### src/rtl/conv_pkg.sv
// Shared types and defaults for the convolution output requantization stage.
package conv_pkg;

    localparam int DW_DEF = 22;
    localparam int OW_DEF = 8;

    typedef enum logic [1:0] {
        IDLE  = 2'd0,
        RUN   = 2'd1,
        FLUSH = 2'd2,
        DONE  = 2'd3
    } state_t;

    function automatic int ceil_words(input int n, input int pack);
        return (n + pack - 1) / pack;
    endfunction

endpackage

### src/rtl/requant_sat.sv
// Combinational round-half-up arithmetic shift plus saturation of one sum to OW bits.
// RELU_EN selects unsigned clamp-at-zero output instead of signed saturation.
module requant_sat
    import conv_pkg::*;
#(
    parameter int DW = DW_DEF,
    parameter int OW = OW_DEF
) (
    input  logic signed [DW-1:0] sum,
    input  logic        [4:0]    shift,
    output logic        [OW-1:0] q
);

    // One extra bit keeps the rounding addend from overflowing.
    function automatic logic signed [DW:0] round_shift(input logic signed [DW-1:0] v,
                                                       input logic [4:0] sh);
        logic signed [DW:0] ext;
        logic signed [DW:0] rnd;
        ext = {v[DW-1], v};
        rnd = '0;
        if (sh != 5'd0) rnd[sh - 5'd1] = 1'b1;
        return (ext + rnd) >>> sh;
    endfunction

`ifdef RELU_EN
    localparam logic signed [DW:0] UMAX = {{(DW-OW+1){1'b0}}, {OW{1'b1}}};

    function automatic logic [OW-1:0] saturate(input logic signed [DW:0] r);
        if (r < 0)         return '0;
        else if (r > UMAX) return '1;
        else               return r[OW-1:0];
    endfunction
`else
    localparam logic signed [DW:0] SMAX = {{(DW-OW+2){1'b0}}, {(OW-1){1'b1}}};
    localparam logic signed [DW:0] SMIN = {{(DW-OW+2){1'b1}}, {(OW-1){1'b0}}};

    function automatic logic [OW-1:0] saturate(input logic signed [DW:0] r);
        if (r > SMAX)      return {1'b0, {(OW-1){1'b1}}};
        else if (r < SMIN) return {1'b1, {(OW-1){1'b0}}};
        else               return r[OW-1:0];
    endfunction
`endif

    assign q = saturate(round_shift(sum, shift));

endmodule

### src/rtl/conv_out_requant.sv
// Requantizes final accumulator sums and writes them PACK-per-word as a burst to the
// output feature RAM. Build with RELU_EN for unsigned ReLU-clamped output.
module conv_out_requant
    import conv_pkg::*;
#(
    parameter int AW   = 8,
    parameter int DW   = DW_DEF,
    parameter int OW   = OW_DEF,
    parameter int PACK = 4
) (
    input  logic                 clk,
    input  logic                 rst,
    input  logic [AW-1:0]        base,
    input  logic [7:0]           size,
    input  logic [4:0]           shift,
    input  logic                 start,
    input  logic signed [DW-1:0] s_sum,
    input  logic                 s_valid,
    output logic [AW-1:0]        w_addr,
    output logic                 w_en,
    output logic [OW*PACK-1:0]   w_data,
    output logic                 busy,
    output logic                 done
);

    state_t                 state;
    logic [AW-1:0]          base_q;
    logic [7:0]             size_q;
    logic [4:0]             shift_q;
    logic [7:0]             acc_cnt;
    logic [7:0]             elem_cnt;
    logic [7:0]             words_left;
    logic [AW-1:0]          word_cnt;
    logic [OW-1:0]          q_p0;
    logic [OW-1:0]          val_p1;
    logic                   vld_p1;
    logic                   wr_pend_p2;
    logic [PACK-1:0][OW-1:0] pack_p2;
    logic [PACK-1:0][OW-1:0] pack_nxt;
    logic                   accept;
    logic                   tile_go;
    logic                   last_p1;
    logic [7:0]             lane;

    requant_sat #(.DW(DW), .OW(OW)) u_sat (
        .sum   (s_sum),
        .shift (shift_q),
        .q     (q_p0)
    );

    assign accept  = (state == RUN) && s_valid && (acc_cnt != size_q);
    // A start coinciding with the done pulse belongs to the finished tile and is dropped.
    assign tile_go = (state == IDLE) && start && !done;
    assign lane    = elem_cnt & 8'(PACK - 1);
    assign last_p1 = vld_p1 && ((lane == 8'(PACK - 1)) || (elem_cnt + 8'd1 == size_q));

    always_comb begin
        pack_nxt = wr_pend_p2 ? '0 : pack_p2;
        for (int i = 0; i < PACK; i++) begin
            if (vld_p1 && (lane == 8'(i))) pack_nxt[i] = val_p1;
        end
    end

    // stage p1: requantized element; stage p2: pack register
    always_ff @(posedge clk) begin
        if (accept) val_p1 <= q_p0;
        pack_p2 <= tile_go ? '0 : pack_nxt;
    end

    always_ff @(posedge clk) begin
        if (rst) begin
            state      <= IDLE;
            base_q     <= '0;
            size_q     <= '0;
            shift_q    <= '0;
            acc_cnt    <= '0;
            elem_cnt   <= '0;
            words_left <= '0;
            word_cnt   <= '0;
            vld_p1     <= 1'b0;
            wr_pend_p2 <= 1'b0;
            w_en       <= 1'b0;
            w_addr     <= '0;
            w_data     <= '0;
            busy       <= 1'b0;
            done       <= 1'b0;
        end else begin
            vld_p1     <= accept;
            wr_pend_p2 <= last_p1;
            w_en       <= 1'b0;
            done       <= 1'b0;
            if (vld_p1) elem_cnt <= elem_cnt + 8'd1;
            if (wr_pend_p2) begin
                w_en       <= 1'b1;
                w_addr     <= base_q + word_cnt;
                w_data     <= pack_p2;
                word_cnt   <= word_cnt + 1'b1;
                words_left <= words_left - 8'd1;
            end
            case (state)
                IDLE: begin
                    if (tile_go) begin
                        base_q     <= base;
                        size_q     <= size;
                        shift_q    <= shift;
                        acc_cnt    <= '0;
                        elem_cnt   <= '0;
                        word_cnt   <= '0;
                        words_left <= 8'(ceil_words(int'(size), PACK));
                        if (size == 8'd0) begin
                            state <= DONE;
                        end else begin
                            state <= RUN;
                            busy  <= 1'b1;
                        end
                    end
                end
                RUN: begin
                    if (accept) begin
                        acc_cnt <= acc_cnt + 8'd1;
                        if (acc_cnt + 8'd1 == size_q) state <= FLUSH;
                    end
                end
                FLUSH: begin
                    if (wr_pend_p2 && (words_left == 8'd1)) state <= DONE;
                end
                DONE: begin
                    done  <= 1'b1;
                    busy  <= 1'b0;
                    state <= IDLE;
                end
                default: state <= IDLE;
            endcase
        end
    end

endmodule

### config.mk
export PLATFORM = sky130hd
export DESIGN_NAME = conv_out_requant
export DESIGN_NICKNAME = d
export VERILOG_FILES = /design/src/rtl/conv_pkg.sv /design/src/rtl/requant_sat.sv /design/src/rtl/conv_out_requant.sv
export SDC_FILE = /design/constraint.sdc
export NUM_CORES = 1
export LEC_CHECK = 0
export BUFFER_PORTS_ARGS = -buffer_cell sky130_fd_sc_hd__buf_2
export CORE_MARGIN = 2
export CORE_UTILIZATION = 40
export CTS_CLUSTER_DIAMETER = 120
export CTS_CLUSTER_SIZE = 20
export DETAILED_ROUTE_END_ITERATION = 6
export GPL_TIMING_DRIVEN = 0
export HOLD_SLACK_MARGIN = 0.1
export PLACE_DENSITY = 0.62
export SLEW_MARGIN = 40
export SYNTH_ARGS = -nofsm -noshare
export SYNTH_HDL_FRONTEND = slang
export SYNTH_SLANG_ARGS = --single-unit
### constraint.sdc
create_clock -name clk -period 10.9 [get_ports clk]
set_input_delay 1.635 -clock clk [delete_from_list [all_inputs] [get_ports clk]]
set_output_delay 1.635 -clock clk [all_outputs]
set_load 0.01 [all_outputs]
# Word level (Yosys, flattened, before mapping)
# Cells that the tools add are included.
[classes]
add_sub_neg = 10
reduce_logical = 28
shifts = 1
order_cmp = 4
mux = 32
eq_ne = 15
n_bitwise = 1
[op_table]
columns = ["cell", "n"]
rows = [
  ["2-to-1 mux 8 bit", 16],
  ["2-to-1 mux 32 bit", 1],
  ["adder 8 x 1 -> 8 bit, second input constant", 3],
  ["adder 22 x 23 -> 23 bit", 1],
  ["greater-than comparator 23 x 8 -> 1 bit, second input constant", 1],
  ["less-than comparator 23 x 8 -> 1 bit, second input constant", 1],
  ["2-to-1 mux 23 bit", 1],
  [">>> shifter 23 x 5 -> 23 bit", 1],
  ["equality test 8 bit", 2],
  ["zero test 8 bit", 2],
  ["one-hot mux 8 bit (2 select lines)", 1],
  ["nonzero test 2 bit", 6],
  ["logical AND 1 bit", 11],
  ["2-to-1 mux 2 bit", 5],
  ["subtractor 9 x 1 -> 10 bit, second input constant", 1],
  ["adder 8 x 3 -> 9 bit, second input constant", 1],
  ["adder 8 x 1 -> 8 bit", 1],
  ["adder 8 bit", 1],
  ["equality test 2 bit, second input constant", 4],
  ["equality test 8 x 1 -> 1 bit, second input constant", 1],
  ["inequality test 2 bit, second input constant", 4],
  ["inequality test 8 bit", 1],
  ["one-hot mux 2 bit (4 select lines)", 1],
  ["subtractor 8 x 1 -> 8 bit, second input constant", 1],
  ["other kinds (17)", 23],
]
[word_totals]
input_bits = 47
reg_bits = 140

# Longest topological paths before layout
# Gate-level depths: netlist (run 1).
[logic_depth]
word_depth = 10
mapped_depth = 19

# Hierarchy
# A second synthesis (run 1) with hierarchy kept.
[hier_totals]
hier_cells = 1210
hier_area_um2 = 9713.1
[by_module_without_submodules]
columns = ["mod", "cells_per_inst", "instances", "area_each_um2"]
rows = [
  ["conv_out_requant", 686, 1, 6254.7],
  ["requant_sat", 524, 1, 3458.3],
]

# Worst setup path after synthesis (run 1)
# No wires, ideal clock.
[synth_timing]
kind = "input port to flip-flop"
startpoint = "input port s_sum[0]"
endpoint = "register val_p1[0], data pin"
stages = 13
arrival_time_ps = 4934
slack_ps = 5698
path_buffers = 0
cell_sequence = "ha_1 fa_1 a211o_1 a221oi_2 o31a_1 o211ai_2 a31o_2 a2111oi_1 or2_2 nor3_1 a311o_1 nand3_1 o22ai_1"
[synth_between]
elab_chain_len = 4
[synth_lines]
columns = ["element", "line", "source"]
rows = [
  ["from (decl)", "conv_out_requant.sv:17", "input logic signed [DW-1:0] s_sum,"],
  ["adder 22 x 23 -> 23 bit *", "requant_sat.sv:22", "return (ext + rnd) >>> sh;"],
  [">>> shifter 23 x 5 -> 23 bit *", "requant_sat.sv:22", ""],
  ["less-than comparator 23 x 8 -> 1 bit", "requant_sat.sv:39", "else if (r < SMIN) return {1'b1, {(OW-1){1'b0}}};"],
  ["2-to-1 mux 8 bit", "requant_sat.sv:39", ""],
  ["to (signal assigned)", "conv_out_requant.sv:66", "if (accept) val_p1 <= q_p0;"],
  ["to (decl)", "conv_out_requant.sv:35", "logic [OW-1:0] val_p1;"],
]
# Every way passes the cells marked *; elsewhere a longest branch is shown, timed or not.
# A chain may end at the register's enable or synchronous reset.

# Worst setup path after layout (run 1)
[layout_timing]
startpoint = "register shift_q[2]"
endpoint = "register val_p1[6], data pin"
[layout_between]
elab_chain_len = 10
[layout_lines]
columns = ["element", "line", "source"]
rows = [
  ["from (decl)", "conv_out_requant.sv:29", "logic [4:0] shift_q;"],
  ["from (signal assigned)", "conv_out_requant.sv:105", "shift_q <= shift;"],
  ["subtractor 5 x 1 -> 5 bit", "requant_sat.sv:21", "if (sh != 5'd0) rnd[sh - 5'd1] = 1'b1;"],
  ["less-than comparator 5 x 6 -> 1 bit (implied by the code) / greater-or-equal comparator 5 x 1 -> 1 bit (equally long branches)", "requant_sat.sv:21", ""],
  ["logical AND 1 bit (implied by the code)", "requant_sat.sv:21", ""],
  ["2-to-1 mux 1 bit (implied by the code)", "requant_sat.sv:21", ""],
  ["demux 1 bit (select 5 bit)", "n/a", ""],
  ["2-to-1 mux 23 bit", "requant_sat.sv:21", ""],
  ["adder 22 x 23 -> 23 bit", "requant_sat.sv:22", ""],
  [">>> shifter 23 x 5 -> 23 bit *", "requant_sat.sv:22", ""],
  ["less-than comparator 23 x 8 -> 1 bit", "requant_sat.sv:39", ""],
  ["2-to-1 mux 8 bit", "requant_sat.sv:39", ""],
]
# Marks and branches as above.

==> reports/results.tsv, run 1 <==
stage	metric	value	unit
run_status	outcome	completed	
synth	synth_simple_gate_area_share	22.5	%
global_routing	grt_first_pass_wirelength	42300	µm
clock_network	cts_hold_repair.buffers	0	
synth	synth_mux_area_share	8.90	%
sta	clock-skew-final	0.0105	ns
synth	synth.avg_cell_area	8.12	µm²
sta	post-route-period-util	56.6	%
placed_design	portBuffers	89	
sta	timing.setup.tns	0	ns
clock_network	clkTransAtPathRegs	0.06	ns
detailed_routing	vias_per_cell	5.67	
floorplan	die-height	155	µm
setup_path	timing.critical_path.to_type	flop	
global_routing	via_count_of_the_first_global_routing_pass	8212	
sta	slew_at_the_pin_with_the_worst_max_slew_slack	0.775	ns
synth	share_of_synthesized_registers_carrying_an_async_set_or_reset	0	%
detailed_routing	routed-via-count	8684	
sta	maxSlewViolCount	0	
synth	count_of_state_elements_after_synthesis	140	
sta	final_period_minus_worst_setup_slack	6.17	ns
detailed_routing	ant_nets	0	
clock_network	ctsLongestPathBuffers	2	
floorplan	core.rowCount	55	
floorplan	die_area	24100	µm²
global_routing	total_congestion_overflow	0	
detailed_routing	routed_wirelength	26500	µm
clock_network	h-tree-depth	4	
placed_design	dp.final_hpwl	20100	µm
placed_design	dpl-instance-area	9960	µm²
detailed_routing	drc	0	
synth	syn_nets	1217	
detailed_routing	drt_iter0_drc	552	
clock_network	clk_root_buffer_cell	sky130_fd_sc_hd__clkbuf_16	
synth	syn-cell-area	9160	µm²
setup_path	path_max_fanout	10	
floorplan	core_region_area	22600	µm²
synth	post_synth_inst_count	1127	
power	lkg_pwr	4.25	nW
synth	xor_and_xnor_fraction_of_the_mapped_netlist_area	7.64	%
sta	unrepaired_setup_endpoints_after_global_routing	no	
layout	layout-area-overhead-vs-synth	16.1	%
synth	synth_enable_flop_cells	8	
synth	fraction_of_the_mapped_netlist_area_in_adder_cells	6.04	%
setup_path	crit_arrival	6.31	ns
sta	achievable-frequency	162	MHz
layout	design_area	10600	µm²
layout	antenna_cells_inserted	0	
synth	ys_seq_area_share	31.5	%
placed_design	globalplace.congestion	0.939	
setup_path	cp_data_required_time	11.04	ns
sta	finalHoldViolCount	0	
synth	largest_family_of_logic_cells_by_synthesized_area	simple AND/OR/NAND/NOR gates	
layout	proportion_of_layout_cells_with_a_drive_suffix_above_1	12.3	%
floorplan	effective_utilization_at_floorplan	40.6	%
setup_path	worstSetupStartpointType	flop	
layout	final_common_cell	sky130_fd_sc_hd__nand2_1	
power	power_density	173	nW/µm²
detailed_routing	dr.pass1.iters	5	
sta	slew_headroom	48.4	%
clock_network	cts_tree	yes	
global_routing	pin_count_of_the_biggest_net_entering_global_routing	17	
floorplan	io-pin-count	90	
power	vdd_drop_max	0.109	mV
setup_path	path_class	reg -> reg	
synth	yosysWarnings	0	
sta	setup_violations	0	
worst_hold_path	worst_hold_path_type	reg -> reg	
synth	synth-compound-area-share	19.5	%
clock_network	cts_resized	0	
clock_network	cts.sink_count	140	
layout	nets_final	1325	
synth	synth-main-ff-cell	sky130_fd_sc_hd__dfxtp_1	
clock_network	cts-buffers-inserted	17	
flow_run	max_cap_violations	0	
layout	layout.cells.most_common_list	149 x sky130_fd_sc_hd__nand2_1, 137 x sky130_fd_sc_hd__nor2_1, 132 x sky130_fd_sc_hd__dfxtp_1	
clock_network	clk-insertion-delay-late	0.42	ns
synth	synth.lib_cells_used.distinct	83	
floorplan	fp.dieW	155	µm
global_routing	antenna_violations_before_repair	0	
global_routing	grt.total_usage	21.8	%
clock_network	post-cts-setup-buffer-count	0	
detailed_routing	post_drt_wl_per_cell	17.3	µm
where the power goes:
group	internal, W	total, W	switching, W
Sequential	0.000558	0.000596	0.0000381
Combinational	0.000222	0.000606	0.000384
Clock	0.000423	0.000637	0.000214
Total	0.00120	0.00184	0.000636
flip-flops by register name, summed over array words and instances, names as in the netlist:
signal,flops
w_en,1
w_data,32
word_cnt,8
acc_cnt,8
val_p1,8
pack_p2,32
size_q,8
words_left,8
shift_q,5
state,2
w_addr,8
wr_pend_p2,1
done,1
vld_p1,1
busy,1
elem_cnt,8
base_q,8
worst max-delay path, cell delays in order, from the launching register on:
cell                        delay (ns)
sky130_fd_sc_hd__dfxtp_1          0.35
sky130_fd_sc_hd__inv_1            0.08
sky130_fd_sc_hd__clkbuf_1         0.44
sky130_fd_sc_hd__buf_1            0.52
sky130_fd_sc_hd__nand3_1          0.35
sky130_fd_sc_hd__nor2_1           0.19
sky130_fd_sc_hd__ha_1             0.27
sky130_fd_sc_hd__clkbuf_1         0.25
sky130_fd_sc_hd__a21oi_1          0.26
sky130_fd_sc_hd__o21ai_0          0.18
sky130_fd_sc_hd__a221oi_1         0.51
sky130_fd_sc_hd__o211ai_2         0.29
sky130_fd_sc_hd__xnor2_2          0.53
sky130_fd_sc_hd__inv_2            0.22
sky130_fd_sc_hd__a311oi_1         0.31
sky130_fd_sc_hd__a2bb2oi_1        0.32
sky130_fd_sc_hd__nand4_1          0.21
sky130_fd_sc_hd__a221oi_4         0.45
sky130_fd_sc_hd__o22ai_1          0.15
routing by layer:
layer	track usage, %	wire length (µm)
met1	27.2	11800
met2	38.8	13000
met3	3.40	1130
met4	6.60	550
met5	0	0
final timing paths:
path / from / end / slack, ns / cells past startpoint
worst max-delay path: shift_q[2] / val_p1[6] / 4.73 / 18
worst min-delay path: base_q[4] / base_q[4] / 0.46 / 2
worst max register to register: shift_q[2] / val_p1[6] / 4.73 / 18
worst min register to register: base_q[4] / base_q[4] / 0.46 / 2
final cells by class:
cell class / count / area, µm²
Buffer: 67 / 263
Clock inverter: 10 / 188
Fill cell: 2257 / 11900
Timing Repair Buffer: 89 / 445
Clock buffer: 20 / 468
Tap cell: 285 / 357
Multi-Input combinational cell: 895 / 5930
Inverter: 25 / 93.8
Sequential cell: 140 / 2880
synth_stat cells, drive strengths merged (23+ instances only):
master / count / area (µm²)
o21ai: 23 / 115
xnor2: 42 / 375
nand3b: 33 / 248
a21oi: 102 / 518
nand3: 23 / 115
ha: 41 / 513
nor2: 137 / 514
nand2: 149 / 559
clkbuf: 47 / 176
dfxtp: 132 / 2640
mux2i: 60 / 601
inv: 24 / 90.1
xor2: 37 / 324
kinds of logic (layout without fill, tap and decap cells):
| family | Yosys count | in the layout |
|---|---|---|
| buffers and inverters | 92 | 211 |
| flip-flops | 140 | 140 |
| XOR/XNOR | 79 | 79 |
| multiplexers | 72 | 72 |
| AO/OA/AOI/OAI | 260 | 260 |
| adder cells (fa/ha/maj) | 43 | 43 |
| AND/OR/NAND/NOR | 441 | 441 |
stage by stage:
stage                     instances  utilization [%]  total power [W]  hold WS (ns)  worst slack, ns
after floorplan                1127                -          0.00103         0.441             5.70
after global placement         1501             44.1          0.00120         0.448             4.83
after detailed placement       1501             44.1          0.00120         0.454             4.76
after CTS                      1531             47.0          0.00184         0.464             4.78
final                          1531             47.1          0.00184         0.463             4.73
after global routing           1531             47.1          0.00193         0.484             4.38
Note: power is estimated with default switching activity, not from simulation.
==> run 2, diff against run 1 <==
clock period = 5.7 ns   (was 10.9 ns; I/O delays follow)
==> run 2 against run 1 <==
Net effect: final cell count is essentially flat; fmax rose by 12%; critical endpoint unchanged; highest routed layer unchanged; sequential power up 91%; clock skew is 0.0035 ns lower; clock power rose by 92%; count of clock-buffer cells in the layout is the same; via count is 0.12% lower; sequential share of layout area shrank 0.22 points; largest power group unchanged; total power increased by 92%.
==> reports/results.tsv, run 2 (synthesized netlist as in run 1, its figures left out) <==
stage	metric	value	unit	change
layout	proportion_of_layout_cells_with_a_drive_suffix_above_1	14.1	%	was 12.3%
setup_path	crit_arrival	5.65	ns	was 6.31 ns
global_routing	grt_first_pass_wirelength	42400	µm	was 42300 µm
layout	design_area	10700	µm²	was 10600 µm²
power	power_density	330	nW/µm²	was 173 nW/µm²
layout	layoutNonFillerInstCount	1530		was 1531
detailed_routing	vias_per_cell	5.67		about the same
worst_hold_path	worst_hold_path_type	reg -> reg		unchanged
global_routing	total_congestion_overflow	0		unchanged
clock_network	ctsLongestPathBuffers	2		unchanged
sta	final_period_minus_worst_setup_slack	5.50	ns	was 6.17 ns
sta	clock-skew-final	0.00698	ns	was 0.0105 ns
sta	unrepaired_setup_endpoints_after_global_routing	no		unchanged
layout	layout.filler_cells	2248		was 2257
detailed_routing	post_drt_wl_per_cell	17.3	µm	about the same
setup_path	path_class	reg -> reg		unchanged
sta	setup_violations	0		unchanged
floorplan	die-height	155	µm	unchanged
clock_network	clk-insertion-delay-late	0.42	ns	about the same
floorplan	core_region_area	22600	µm²	unchanged
power	vdd_drop_max	0.212	mV	was 0.109 mV
sta	finalHoldViolCount	0		unchanged
setup_path	cp_data_required_time	5.85	ns	was 11.04 ns
clock_network	post-cts-setup-buffer-count	0		unchanged
clock_network	cts-buffers-inserted	17		unchanged
global_routing	grt.total_usage	21.9	%	was 21.8%
layout	regs_by_ff_count	pack_p2: 32 flops, w_data: 32 flops		unchanged
clock_network	clk_root_buffer_cell	sky130_fd_sc_hd__clkbuf_16		unchanged
detailed_routing	routed_wirelength	26500	µm	about the same
sta	post-route-period-util	96.5	%	was 56.6%
floorplan	io-pin-count	90		unchanged
clock_network	cts.sink_count	140		unchanged
placed_design	dp.cells	1501		unchanged
detailed_routing	ant_nets	0		unchanged
placed_design	dpl-instance-area	9960	µm²	unchanged
placed_design	dp.final_hpwl	20100	µm	unchanged
placed_design	globalplace.congestion	0.939		unchanged
sta	maxSlewViolCount	0		unchanged
sta	achievable-frequency	182	MHz	was 162 MHz
layout	utilization	47.5	%	was 47.1%
setup_path	worstSetupStartpointType	flop		unchanged
floorplan	die_area	24100	µm²	unchanged
floorplan	core.rowCount	55		unchanged
detailed_routing	dr.pass1.iters	5		unchanged
power	power.share.combinational	33.1	%	was 33.0%
power	switching_share	34.7	%	was 34.6%
layout	antenna_cells_inserted	0		unchanged
sta	slew_at_the_pin_with_the_worst_max_slew_slack	0.778	ns	was 0.775 ns
power	p_clk_share	34.5	%	was 34.6%
setup_path	timing.critical_path.to_type	flop		unchanged
power	netSwitchingPower	0.00123	W	was 0.000636 W
detailed_routing	drt_iter0_drc	486		was 552
global_routing	pin_count_of_the_biggest_net_entering_global_routing	17		unchanged
clock_network	cts_tree	yes		unchanged
flow_run	max_cap_violations	0		unchanged
detailed_routing	drc	0		unchanged
global_routing	antenna_violations_before_repair	0		unchanged
sta	slew_headroom	48.1	%	was 48.4%
layout	layout.cells.most_common_list	147 x sky130_fd_sc_hd__nand2_1, 137 x sky130_fd_sc_hd__nor2_1, 132 x sky130_fd_sc_hd__dfxtp_1		was 149 x sky130_fd_sc_hd__nand2_1, 137 x sky130_fd_sc_hd__nor2_1, 132 x sky130_fd_sc_hd__dfxtp_1
clock_network	h-tree-depth	4		unchanged
placed_design	portBuffers	89		unchanged
floorplan	fp.dieW	155	µm	unchanged
layout	nets_final	1324		was 1325
power	total_power	0.00354	W	was 0.00184 W
floorplan	effective_utilization_at_floorplan	40.6	%	unchanged
layout	layout-area-overhead-vs-synth	17.0	%	was 16.1%
global_routing	via_count_of_the_first_global_routing_pass	8236		was 8212
run_status	outcome	completed		unchanged
clock_network	clkTransAtPathRegs	0.06	ns	about the same
setup_path	path_max_fanout	10		unchanged
detailed_routing	routed-via-count	8674		was 8684
layout	final_common_cell	sky130_fd_sc_hd__nand2_1		unchanged
power	lkg_pwr	4.29	nW	was 4.25 nW
power	seq_power_share	32.3	%	was 32.4%
power	cell_int_power	0.00231	W	was 0.00120 W
## run 2: changes by cell type in the layout (fill, tap and decap cells not counted), sizes merged
cell    before  now
clkbuf      67   68
buf        109  107
## run 2: layout make-up
type	instances	area, µm²	share of cell area [%]
repair buffers	89	445	4.16
clock buffers	20	468	4.37
plain buffers	66	277	2.58
flip-flops and latches	140	2880	26.9
multi-input cells	895	6000	56.0
clock inverters	10	188	1.75
well taps	285	357	3.33
inverters	25	93.8	0.876
## run 2: metrics by stage
step / TNS, ns / setup WS [ns] / hold WS (ns)
2_1_floorplan: 0 / 0.945 / 0.441
3_3_place_gp: -1.98 / -0.286 / 0.448
3_5_place_dp: -2.32 / -0.355 / 0.454
4_1_cts: 0 / 0.00684 / 0.464
5_1_grt: 0 / 0.00578 / 0.484
6_report: 0 / 0.200 / 0.463
## run 2: power groups by stage
| stage | sequential (W) | clock [W] | combinational (W) |
|---|---|---|---|
| 6_report | 0.00114 | 0.00122 | 0.00117 |
| 5_1_grt | 0.00115 | 0.00127 | 0.00129 |
| 4_1_cts | 0.00114 | 0.00124 | 0.00115 |
| 2_1_floorplan | 0.00114 | 0 | 0.000841 |
| 3_3_place_gp | 0.00116 | 0 | 0.00113 |
| 3_5_place_dp | 0.00116 | 0 | 0.00114 |
## run 2: final timing paths
check / start / endpoint / slack [ns] / depth (start not counted)
worst max-delay path: shift_q[0] / val_p1[6] / 0.20 / 18
worst min-delay path: base_q[4] / base_q[4] / 0.46 / 2
worst max register to register: shift_q[0] / val_p1[6] / 0.20 / 18
worst min register to register: base_q[4] / base_q[4] / 0.46 / 2
## run 2: repair_timing
action / in CTS / in global routing
pin swaps: 0 / 1
hold buffers: 0 / 0
gates resized for setup: 10 / 23
setup endpoints to repair: 7 / 7
## run 2: layer usage
metal,global-route usage (%),up-vias,wire length [µm]
met4,6.38,0,544
li1,-,4271,-
met3,3.40,43,1110
met5,0,-,0
met1,27.2,4118,11800
met2,39.1,242,13100
## run 2: critical path, cell delays in order (launching register included)
cell                        delay [ns]
sky130_fd_sc_hd__dfxtp_1          0.48
sky130_fd_sc_hd__inv_1            0.18
sky130_fd_sc_hd__buf_2            0.26
sky130_fd_sc_hd__clkbuf_2         0.28
sky130_fd_sc_hd__nor4_4           0.40
sky130_fd_sc_hd__ha_1             0.29
sky130_fd_sc_hd__buf_2            0.18
sky130_fd_sc_hd__a21oi_2          0.16
sky130_fd_sc_hd__o21ai_1          0.15
sky130_fd_sc_hd__nor2b_1          0.17
sky130_fd_sc_hd__or4_4            0.52
sky130_fd_sc_hd__or3_1            0.36
sky130_fd_sc_hd__buf_2            0.18
sky130_fd_sc_hd__a21o_1           0.22
sky130_fd_sc_hd__a311oi_1         0.27
sky130_fd_sc_hd__a2bb2oi_1        0.32
sky130_fd_sc_hd__nand4_1          0.20
sky130_fd_sc_hd__a221oi_4         0.45
sky130_fd_sc_hd__o22ai_1          0.15
==> run 3, diff against run 2 <==
CORE_MARGIN = 4   (was 2)
==> run 3 against run 2 <==
Net effect: combinational power is essentially flat; fmax rose by 1.8%; worst hold slack got worse by 0.0028 ns; worst setup slack better by 0.098 ns; register-to-register slack improved by 0.098 ns; count of clock-buffer cells in the layout increased by 2; cell area decreased by 0.22%; via count increased by 0.47%; non-clock buffer count is 2 higher; core utilization down 0.11 points; total power decreased by 2.1%; critical endpoint is now val_p1[1]; highest routed layer unchanged.
==> reports/results.tsv, run 3 (synthesized netlist as in run 1, its figures left out) <==
stage	metric	value	unit	change
floorplan	core_region_area	22600	µm²	unchanged
layout	nets_final	1326		was 1324
global_routing	total_congestion_overflow	0		unchanged
global_routing	via_count_of_the_first_global_routing_pass	8355		was 8236
detailed_routing	vias_per_cell	5.68		was 5.67
clock_network	clkTransAtPathRegs	0.06	ns	about the same
clock_network	cts_hold_repair.buffers	0		unchanged
layout	storage_element_area	2890	µm²	was 2880 µm²
setup_path	path_buf_inv	5		unchanged
setup_path	path_class	reg -> reg		unchanged
floorplan	fp.dieW	159	µm	was 155 µm
sta	slew_at_the_pin_with_the_worst_max_slew_slack	0.730	ns	was 0.778 ns
worst_hold_path	worst_hold_path_type	reg -> reg		unchanged
clock_network	ctsLongestPathBuffers	2		unchanged
clock_network	clk_root_buffer_cell	sky130_fd_sc_hd__clkbuf_16		unchanged
clock_network	h-tree-depth	4		unchanged
setup_path	timing.critical_path.slowest_cell_delay	0.52	ns	about the same
layout	proportion_of_layout_cells_with_a_drive_suffix_above_1	14.6	%	was 14.1%
detailed_routing	ant_nets	0		unchanged
placed_design	dpl-instance-area	9960	µm²	unchanged
power	vdd_drop_max	0.202	mV	was 0.212 mV
clock_network	cts.sink_count	140		unchanged
layout	regs_by_ff_count	pack_p2: 32 flops, w_data: 32 flops		unchanged
power	lkg_pwr	4.30	nW	was 4.29 nW
floorplan	core.rowCount	55		unchanged
setup_path	path_max_fanout	10		unchanged
clock_network	cts_tree	yes		unchanged
global_routing	antenna_violations_before_repair	0		unchanged
sta	finalHoldViolCount	0		unchanged
placed_design	dp.cells	1501		unchanged
sta	clock-skew-final	0.00836	ns	was 0.00698 ns
layout	final_common_cell	sky130_fd_sc_hd__nand2_1		unchanged
layout	layout.cells.most_common_list	147 x sky130_fd_sc_hd__nand2_1, 137 x sky130_fd_sc_hd__nor2_1, 130 x sky130_fd_sc_hd__dfxtp_1		was 147 x sky130_fd_sc_hd__nand2_1, 137 x sky130_fd_sc_hd__nor2_1, 132 x sky130_fd_sc_hd__dfxtp_1
layout	layout-area-overhead-vs-synth	16.7	%	was 17.0%
setup_path	cp_data_required_time	5.85	ns	about the same
detailed_routing	dr.pass1.iters	5		unchanged
placed_design	dp_worst_setup_slack	-0.340	ns	was -0.355 ns
setup_path	crit_slowest_cell	sky130_fd_sc_hd__or4_4		unchanged
floorplan	die_area	25400	µm²	was 24100 µm²
layout	multi_input_area	6000	µm²	about the same
sta	achievable-frequency	185	MHz	was 182 MHz
layout	layout.filler_cells	2243		was 2248
sta	final_period_minus_worst_setup_slack	5.40	ns	was 5.50 ns
detailed_routing	post_drt_wl_per_cell	17.4	µm	was 17.3 µm
layout	layoutNonFillerInstCount	1534		was 1530
detailed_routing	routed-via-count	8715		was 8674
placed_design	dp.final_hpwl	20100	µm	about the same
sta	timing.final.ws_setup	0.299	ns	was 0.200 ns
run_status	outcome	completed		unchanged
floorplan	io-pin-count	90		unchanged
clock_network	clk-insertion-delay-late	0.43	ns	was 0.42 ns
sta	slew_headroom	51.3	%	was 48.1%
floorplan	die-height	159	µm	was 155 µm
detailed_routing	drt_iter0_drc	569		was 486
layout	utilization	47.4	%	was 47.5%
sta	fin_hold_ws	0.460	ns	was 0.463 ns
layout	design_area	10700	µm²	about the same
sta	maxSlewViolCount	0		unchanged
global_routing	pin_count_of_the_biggest_net_entering_global_routing	17		unchanged
setup_path	timing.critical_path.to_type	flop		unchanged
flow_run	max_cap_violations	0		unchanged
floorplan	effective_utilization_at_floorplan	40.6	%	unchanged
sta	unrepaired_setup_endpoints_after_global_routing	no		unchanged
setup_path	cpLargestDelayFamily	compound AO/OA/AOI/OAI gates		unchanged
clock_network	cts-buffers-inserted	17		unchanged
detailed_routing	routed_wirelength	26700	µm	was 26500 µm
global_routing	grt_first_pass_wirelength	43300	µm	was 42400 µm
sta	setup_violations	0		unchanged
detailed_routing	drc	0		unchanged
setup_path	worstSetupStartpointType	flop		unchanged
placed_design	globalplace.congestion	0.974		was 0.939
sta	post-route-period-util	94.8	%	was 96.5%
global_routing	grt.total_usage	20.6	%	was 21.9%
setup_path	critical_path_cell_list	inv_1 > clkbuf_2 > buf_2 > nor4_2 > ha_1 > buf_2 > a21oi_2 > o21ai_1 > nor2b_1 > or4_4 > or3_1 > buf_2 > a2111oi_4 > a2111oi_1 > a311oi_2 > o211ai_1 > a221oi_4 > o22ai_1		was inv_1 > buf_2 > clkbuf_2 > nor4_4 > ha_1 > buf_2 > a21oi_2 > o21ai_1 > nor2b_1 > or4_4 > or3_1 > buf_2 > a21o_1 > a311oi_1 > a2bb2oi_1 > nand4_1 > a221oi_4 > o22ai_1
placed_design	portBuffers	89		unchanged
power	power_density	324	nW/µm²	was 330 nW/µm²
setup_path	crit_arrival	5.56	ns	was 5.65 ns
setup_path	critical_path.most_common_cell	sky130_fd_sc_hd__buf_2		unchanged
layout	antenna_cells_inserted	0		unchanged
[run 3: cell types whose count changed in the layout (fill, tap and decap cells not counted), sizes merged]
cell and delta:
clkinv +3, bufinv -2, clkinvlp -2, inv +1, clkbuf +2, buf +2
[run 3: cell type report]
class | count | share of cell area (%)
Tap cell | 285 | 3.34
Buffer | 66 | 2.60
Clock buffer | 22 | 4.45
Timing Repair Buffer | 91 | 4.31
Sequential cell | 140 | 27.0
Multi-Input combinational cell | 895 | 56.2
Inverter | 25 | 0.878
Clock inverter | 10 | 1.28
[run 3: worst paths after layout]
kind	startpoint	to	slack, ns	cells past startpoint
hold reg to reg	base_q[5]	base_q[5]	0.46	2
setup / recovery	shift_q[0]	val_p1[1]	0.30	18
hold / removal	base_q[5]	base_q[5]	0.46	2
setup reg to reg	shift_q[0]	val_p1[1]	0.30	18
[run 3: worst min-delay path, delay by kind of cell (launching register included)]
family | cells | cell delay, ns
AO/OA/AOI/OAI | 1 | 0.05
flip-flops | 1 | 0.31
AND/OR/NAND/NOR | 1 | 0.05
[run 3: power breakdown]
part,switching (W),internal [W]
combinational,0.000742,0.000435
sequential,0.0000761,0.00107
clock,0.000415,0.000725
[run 3: metal layers]
layer / GRT usage [%] / part of all wire, %
met1: 26.3 / 44
met2: 34.9 / 48
met3: 3.78 / 5.1
met4: 7.57 / 2.5
met5: 0 / 0
[run 3: timing repair]
| action | in CTS | in global routing |
|---|---|---|
| setup endpoints to repair | 7 | 7 |
| resized for setup | 11 | 27 |
| setup buffers | 0 | 2 |
| pin swaps | 0 | 2 |
| cloned | 0 | 0 |
| endpoints found under the hold margin | 0 | 0 |
[run 3: stage by stage]
step / TNS, ns / total power, W
finish: 0 / 0.00346
global route: 0 / 0.00365
CTS: 0 / 0.00345
detailed placement: -2.32 / 0.00229
global placement: -2.23 / 0.00229
floorplan: 0 / 0.00198
